[src/rtl/reg_file_32x32_pkg.sv]
// Shared register-file constants and types, also used by the datapath top
// and the operand-select mux stage.
package regfile_pkg;

  localparam int DATA_W = 32;
  localparam int ADDR_W = 5;
  localparam int DEPTH  = 32;

  localparam logic [ADDR_W-1:0] REG_ZERO = 5'd0;

  typedef logic [ADDR_W-1:0] reg_addr_t;
  typedef logic [DATA_W-1:0] reg_data_t;

endpackage : regfile_pkg

[src/rtl/reg_file_32x32_if.sv]
// Read/write bus of the register file. The datapath drives addresses and
// write-back data (master); the register file returns read data (slave).
interface reg_file_32x32_if #(
  parameter int DATA_W = regfile_pkg::DATA_W,
  parameter int ADDR_W = regfile_pkg::ADDR_W
);

  logic [ADDR_W-1:0] rd_addr1;
  logic [ADDR_W-1:0] rd_addr2;
  logic [DATA_W-1:0] rd_data1;
  logic [DATA_W-1:0] rd_data2;
  logic              wr_en;
  logic [ADDR_W-1:0] wr_addr;
  logic [DATA_W-1:0] wr_data;

  modport master (
    output rd_addr1, rd_addr2, wr_en, wr_addr, wr_data,
    input  rd_data1, rd_data2
  );

  modport slave (
    input  rd_addr1, rd_addr2, wr_en, wr_addr, wr_data,
    output rd_data1, rd_data2
  );

endinterface : reg_file_32x32_if

[src/rtl/reg_file_32x32_read_port.sv]
// One combinational read port: storage select, register-0 forcing and,
// when REGFILE_BYPASS_EN is defined, write-through bypass of the data
// being written this cycle.
module regfile_read_port #(
  parameter int DATA_W = regfile_pkg::DATA_W,
  parameter int ADDR_W = regfile_pkg::ADDR_W,
  parameter int DEPTH  = regfile_pkg::DEPTH
) (
  input  logic [ADDR_W-1:0]             addr,
  input  logic [DEPTH-1:0][DATA_W-1:0]  regs,
  input  logic                          wr_en,
  input  logic [ADDR_W-1:0]             wr_addr,
  input  logic [DATA_W-1:0]             wr_data,
  input  logic                          reset,
  output logic [DATA_W-1:0]             data
);

  import regfile_pkg::*;

`ifndef REGFILE_BYPASS_EN
  // Write-side inputs only matter for the bypass build.
  logic unused_bypass;
  assign unused_bypass = ^{wr_en, wr_addr, wr_data, reset};
`endif

  // Select stored value, optionally override with in-flight write, and
  // force register 0 to read as zero last so nothing can leak through it.
  always_comb begin
    data = regs[addr];
`ifdef REGFILE_BYPASS_EN
    if (!reset && wr_en && (wr_addr != ADDR_W'(REG_ZERO)) && (wr_addr == addr)) begin
      data = wr_data;
    end
`endif
    if (addr == ADDR_W'(REG_ZERO)) begin
      data = '0;
    end
  end

endmodule : regfile_read_port

[src/rtl/reg_file_32x32.sv]
// 32 x 32-bit register file with two combinational read ports and one
// synchronous write port; register 0 is hardwired to zero.
// Optional feature: define REGFILE_BYPASS_EN for write-through bypass on
// both read ports.
module reg_file_32x32 #(
  parameter int DATA_W = regfile_pkg::DATA_W,
  parameter int ADDR_W = regfile_pkg::ADDR_W,
  parameter int DEPTH  = regfile_pkg::DEPTH
) (
  input  logic             clk,
  input  logic             reset,
  reg_file_32x32_if.slave  bus
);

  import regfile_pkg::*;

  logic [DEPTH-1:0][DATA_W-1:0] regs;

  // Synchronous reset clears everything and wins over a same-edge write;
  // writes to register 0 are dropped.
  always_ff @(posedge clk) begin
    if (reset) begin
      regs <= '0;
    end else if (bus.wr_en && (bus.wr_addr != ADDR_W'(REG_ZERO))) begin
      regs[bus.wr_addr] <= bus.wr_data;
    end
  end

  regfile_read_port #(
    .DATA_W (DATA_W),
    .ADDR_W (ADDR_W),
    .DEPTH  (DEPTH)
  ) u_port1 (
    .addr    (bus.rd_addr1),
    .regs    (regs),
    .wr_en   (bus.wr_en),
    .wr_addr (bus.wr_addr),
    .wr_data (bus.wr_data),
    .reset   (reset),
    .data    (bus.rd_data1)
  );

  regfile_read_port #(
    .DATA_W (DATA_W),
    .ADDR_W (ADDR_W),
    .DEPTH  (DEPTH)
  ) u_port2 (
    .addr    (bus.rd_addr2),
    .regs    (regs),
    .wr_en   (bus.wr_en),
    .wr_addr (bus.wr_addr),
    .wr_data (bus.wr_data),
    .reset   (reset),
    .data    (bus.rd_data2)
  );

endmodule : reg_file_32x32

[src/flat_wrapper.sv]
// flat-port wrapper written by rule: the top's interface ports become plain ports
module reg_file_32x32_flat import regfile_pkg::*;
#(
  parameter int DATA_W = regfile_pkg::DATA_W,
  parameter int ADDR_W = regfile_pkg::ADDR_W,
  parameter int DEPTH  = regfile_pkg::DEPTH
)
  (clk, reset, bus_rd_addr1, bus_rd_addr2, bus_wr_en, bus_wr_addr, bus_wr_data, bus_rd_data1, bus_rd_data2);
  reg_file_32x32_if #(.DATA_W(DATA_W), .ADDR_W(ADDR_W)) bus_i ();
  input  logic clk;
  input  logic reset;
  input wire logic [$bits(bus_i.rd_addr1)-1:0] bus_rd_addr1;
  input wire logic [$bits(bus_i.rd_addr2)-1:0] bus_rd_addr2;
  input wire logic [$bits(bus_i.wr_en)-1:0] bus_wr_en;
  input wire logic [$bits(bus_i.wr_addr)-1:0] bus_wr_addr;
  input wire logic [$bits(bus_i.wr_data)-1:0] bus_wr_data;
  output wire logic [$bits(bus_i.rd_data1)-1:0] bus_rd_data1;
  output wire logic [$bits(bus_i.rd_data2)-1:0] bus_rd_data2;
  assign bus_i.rd_addr1 = bus_rd_addr1;
  assign bus_i.rd_addr2 = bus_rd_addr2;
  assign bus_i.wr_en = bus_wr_en;
  assign bus_i.wr_addr = bus_wr_addr;
  assign bus_i.wr_data = bus_wr_data;
  assign bus_rd_data1 = bus_i.rd_data1;
  assign bus_rd_data2 = bus_i.rd_data2;
  reg_file_32x32 #(.DATA_W(DATA_W), .ADDR_W(ADDR_W), .DEPTH(DEPTH)) u_core (.clk(clk), .reset(reset), .bus(bus_i));
endmodule
[config.mk]
export PLATFORM = sky130hd
export DESIGN_NAME = reg_file_32x32_flat
export DESIGN_NICKNAME = d
export VERILOG_FILES = /design/src/rtl/reg_file_32x32_pkg.sv /design/src/rtl/reg_file_32x32_if.sv /design/src/rtl/reg_file_32x32_read_port.sv /design/src/rtl/reg_file_32x32.sv /design/src/flat_wrapper.sv
export SDC_FILE = /design/constraint.sdc
export NUM_CORES = 2
export LEC_CHECK = 0
export ABC_AREA = 0
export ABC_CLOCK_PERIOD_IN_PS = 3200
export CORE_MARGIN = 2
export CORE_UTILIZATION = 60
export CTS_BUF_LIST = sky130_fd_sc_hd__clkbuf_4 sky130_fd_sc_hd__clkbuf_8
export DETAILED_ROUTE_END_ITERATION = 10
export PLACE_DENSITY_LB_ADDON = 0.3
export SETUP_SLACK_MARGIN = 0.05
export SLEW_MARGIN = 10
export SYNTH_ARGS = -nofsm -noshare
export SYNTH_HDL_FRONTEND = slang
export SYNTH_SLANG_ARGS = --single-unit
export TNS_END_PERCENT = 50
[constraint.sdc]
create_clock -name clk -period 3.2 [get_ports clk]
set_input_delay 0.64 -clock clk [delete_from_list [all_inputs] [get_ports clk]]
set_output_delay 0.64 -clock clk [all_outputs]
set_load 0.01 [all_outputs]
# Word-level counts from Yosys, hierarchy flattened
# Index checks and enable logic that the tools add are counted.
# totals
register_bits	1024
latch_bits	0
mem_bits_rw	0
rom_bits	0
in_bits	50
output_inout_bits	64
word_cells	50
n_memories	0
# classes
addsub	0
multipliers	0
div_mod_pow	0
magnitude_cmp	4
n_eq_ne	0
shifts	0
muxes	9
bitwise_logic	0
n_reduce_logical	5
# ops
cell	count
bitwise mux 1024 bit	1
binary-select mux 32 bit (select 5 bit)	2
demux 32 bit (select 5 bit)	1
two-way mux 32 bit	5
less-than comparator 5 x 6 -> 1 bit, second input constant	3
zero test 5 bit	2
greater-or-equal comparator 5 x 1 -> 1 bit, second input constant	1
nonzero test 5 bit	1
logical AND 1 bit	2

# Depth between registers and ports, before layout
# logic_depth
depth_word	5
depth_mapped	8
depth_no_buf	4

# Modules after synthesis
# Synthesis repeated with hierarchy kept, for this count alone.
# hier_totals
hier_cells	4760
area_unflattened_um2	55751.0
# modules_own_cells
module	instances	cells_per_inst	area_per_inst_um2
reg_file_32x32	1	3432	39014.9
regfile_read_port	2	664	8368.0

# Worst setup path after synthesis
# Ideal clock, no wire load.
# synth_path
kind	input -> output
start	input bus_rd_addr2[0]
end	output bus_rd_data2[13]
t_arrival_ps	1998
setup_slack_ps	562
path_stages	7
n_path_buf	4
cell_sequence	buf_4 > inv_2 > buf_2 > buf_6 > clkbuf_1 > o2111ai_1 > a311oi_1
# synth_via
elab_chain_len	3
elab_cells_between_ends	4
# synth_rtl
element	line_no	rtl
start: declaration	flat_wrapper.sv:13	input wire logic [$bits(bus_i.rd_addr2)-1:0] bus_rd_addr2;
binary-select mux 32 bit (select 5 bit)	reg_file_32x32_read_port.sv:29	data = regs[addr];
two-way mux 32 bit (implied by the code)	reg_file_32x32_read_port.sv:29	
two-way mux 32 bit *	reg_file_32x32_read_port.sv:35	if (addr == ADDR_W'(REG_ZERO)) begin
end: declaration	flat_wrapper.sv:18	output wire logic [$bits(bus_i.rd_data2)-1:0] bus_rd_data2;
# Every way passes the cells marked *; elsewhere a longest branch is shown, timed or not. The select of a mux whose other input is x is not followed.

# Final worst setup path
# layout_path
start	input bus_rd_addr1[1]
end	output bus_rd_data1[24]
# layout_via
elab_chain_len	3
elab_cells_between_ends	4
# layout_rtl
element	line_no	rtl
start: declaration	flat_wrapper.sv:12	input wire logic [$bits(bus_i.rd_addr1)-1:0] bus_rd_addr1;
binary-select mux 32 bit (select 5 bit)	reg_file_32x32_read_port.sv:29	
two-way mux 32 bit (implied by the code)	reg_file_32x32_read_port.sv:29	
two-way mux 32 bit *	reg_file_32x32_read_port.sv:35	
end: declaration	flat_wrapper.sv:17	output wire logic [$bits(bus_i.rd_data1)-1:0] bus_rd_data1;
# Marked as above.

==> metrics <==
min Tclk post-route=~3300 ps; RSZ-0062 raised after global routing=yes; first-pass GRT wire length=between 300 and 400 mm; status=complete, but fails checks; input/output buffers=between 100 and 150; final hold slack=225.2 ps; startpoint types=input port; Post-Synthesis Net Count=5911; width of the die=298.3 um; # clock sinks=1024; synth unique cells=36; initial antenna violation count=9; failing checks=negative setup slack; number of global-route vias before repair=50390; Cells on Worst Hold Path=2; die area=~90000 sq um; NetSw=about 0.0079 W; Die H=298.3 um; ys async rst share=0%; Critical Path Sink Type=output pin; I/O Pins=114; Period Utilization, post-route=102.8%; slowest cell delay on critical path=approximately 380 ps; Largest Register=u_core.regs; WP data required=between 2000 and 3000 ps; total grt overflow=0; largest net degree at the start of global routing=around 110; MaxCap Viol Count=0; Slew Limit Fails=0; final setup fails=18; GP Congestion=0.9994; share of power burned in registers=44.8%; top cell type by total area after synthesis=dfxtp_1; final worst slack=-89.42 ps; arrival time worst endpoint=roughly 2700 ps; Syn-to-layout area delta=22.73%; max FFs per register=between 1000 and 1500; post-synth top area share=slightly below 40%; Antenna Violating Nets Remaining=0; Post-synth top flop=dfxtp_1; register area share after synthesis=about two fifths; clock share of power=~43%; Least-Margin Pin Slew=roughly 660 ps; cts hold-fix bufs=0; Tot Pwr=0.02882 W; syn avg cell area=approximately 9 sq um; wire per inst=a little under 30 um; final instance area=63800 sq um; Synth Cell Area=51980 sq um; final hold vios=0; Routed WL=about 220 mm; via total after detailed routing=53140; Net Sw Frac=around 28%; VDD IR max=roughly 0.44 mV; worst rel slew slack=55.77%; Worst R2R Path Depth=2; CTS Root Cell=clkbuf_8; HPWL Detailed=between 100 and 150 mm; drt drc=0; Placement Setup Slack=-648.6 ps; crit path kind=in -> out; drt pass-1 iters=8; crit-path max FO=13; Total GRT Usage=between 40% and 50%; Pleak=about 22 nW; top cells by area, synth=dfxtp_1, mux4_2, nand2_1, a21oi_1, mux2i_1; clk slew on worst S/H paths=60 ps; Int Pwr=between 0.02 and 0.025 W; share of cells above drive strength 1=about 30%; Combinational Power Share=around 12%; number of synthesized flops with an enable pin=0; PwrDens=approximately 450 nW/um^2; hold crit path type=in -> reg; Inserted Clock Buffers=around 170; Via density=7.116; H-tree Lvls=4; Largest regs=u_core.regs: 1024 flops; CP cell instances=buf_16, buf_6, buf_16, buf_4, buf_4, mux4_2, nor2b_4, a211oi_4, buf_6, a311oi_4, buf_2; Peak Freq=304.0 MHz; Slowest-stage cell, CP=a211oi_4; Initial Utilization=between 60% and 70%; Max clock buf depth=3; Mapped Cells=just under 6000; skew final=0 ps; fillers=between 5000 and 6000; yosys warns=0; DP Area=between 50000 and 60000 sq um; Clk Latency, worst-skew pair=between 800 and 900 ps; DR iter-0 viols=10970; nets=just over 6000; total core area=about 86000 sq um; Rows=between 100 and 150; CTS tree=built; register bit count reported by yosys=1024
[repair_timing]
action                     4_1_cts  5_1_grt
gates cloned                     7        6
pin swaps                       68       50
setup buffers                   44       30
setup endpoints to repair       64       54
gates resized for setup        504      162
[per-stage QoR]
stage                     std cells  TNS, ps  utilization [%]
after detailed placement       7085   -25840            67.60
after global placement         7085   -25400            67.60
after global routing           7457   -616.6            74.54
final                          7467   -444.9            74.57
after floorplan                5861        0                -
after CTS                      7419   -409.0            73.37
[cell usage after synthesis, drive strengths merged (16+ instances only)]
library cell	n
mux2	64
nand2	2048
a22oi	64
o2111ai	16
mux2i	128
nor2	19
mux4	448
a21oi	992
nor2b	100
o21ai	112
a221oi	48
a211oi	64
and2	18
clkbuf	297
dfxtp	1024
a311oi	64
buf	327
[cells by family (layout without fill, tap and decap cells)]
family,after synthesis,count (layout),share of synthesized area (%)
AND/OR/NAND/NOR,2211,2215,16.83
AO/OA/AOI/OAI,1360,1360,14.64
flip-flops,1024,1024,39.44
multiplexers,640,640,23.26
buffers and inverters,626,1070,5.832
other,0,14,0
[final timing paths]
path	slack, ps	endpoint	start
min reg2reg	460	u_core.regs[250]	u_core.regs[250]
max	-90	bus_rd_data1[24]	bus_rd_addr1[1]
max reg2reg	2440	u_core.regs[767]	u_core.regs[767]
min	230	u_core.regs[17]	reset
[final cells by class]
type	instances	area (sq um)	share of cell area, %
Antenna cell	14	35.03	0.05491
Sequential cell	1024	20610	32.31
Inverter	2	10.01	0.01569
Clock buffer	265	3291	5.158
Multi-Input combinational cell	4215	30040	47.09
Tap cell	1144	1431	2.244
Clock inverter	34	292.8	0.4589
Timing Repair Buffer	769	8088	12.68
[power by group through the flow]
stage                     clock network [W]  logic, W  registers, W
after floorplan                           0   0.00154        0.0132
after global placement                    0   0.00297        0.0132
after detailed placement                  0   0.00300        0.0132
after CTS                            0.0123   0.00316        0.0129
after global routing                 0.0129   0.00350        0.0129
final                                0.0124   0.00348        0.0129
[cells in the final DEF (no fill, tap or decap), drive strengths merged]
cell / instances
nand4b: 3
and2: 18
mux2i: 128
o21ai: 112
clkdlybuf4s15: 1
or2: 2
or4: 2
nand2: 2048
nor3: 4
mux4: 448
nand4: 1
clkinv: 24
bufinv: 1
and4b: 3
and4: 1
a21oi: 992
and2b: 6
o2111ai: 16
dfxtp: 1024
nor4b: 1
clkbuf: 275
bufbuf: 1
and4bb: 3
a22oi: 64
mux2: 64
a221oi: 48
clkdlybuf4s50: 38
nor2: 19
nor2b: 100
diode: 14
inv: 11
a211oi: 64
a311oi: 64
nand2b: 4
buf: 719
[metal layers]
layer / wire length [um] / share of wire (%) / global-route usage, % / vias to the layer above
met5: 105 / 0.048 / 0.7407 / -
met4: 21900 / 10 / 37.72 / 8
met3: 40010 / 18 / 19.00 / 1617
met2: 88420 / 40 / 65.55 / 5435
met1: 69660 / 32 / 58.41 / 24880
li1: - / - / - / 21200
[critical path, delay by kind of cell]
family / cells / cell delay, ps
buffers and inverters: 7 / 1120
AO/OA/AOI/OAI: 2 / 420
multiplexers: 1 / 280
AND/OR/NAND/NOR: 1 / 150
Note: power is estimated with default switching activity, not from simulation.
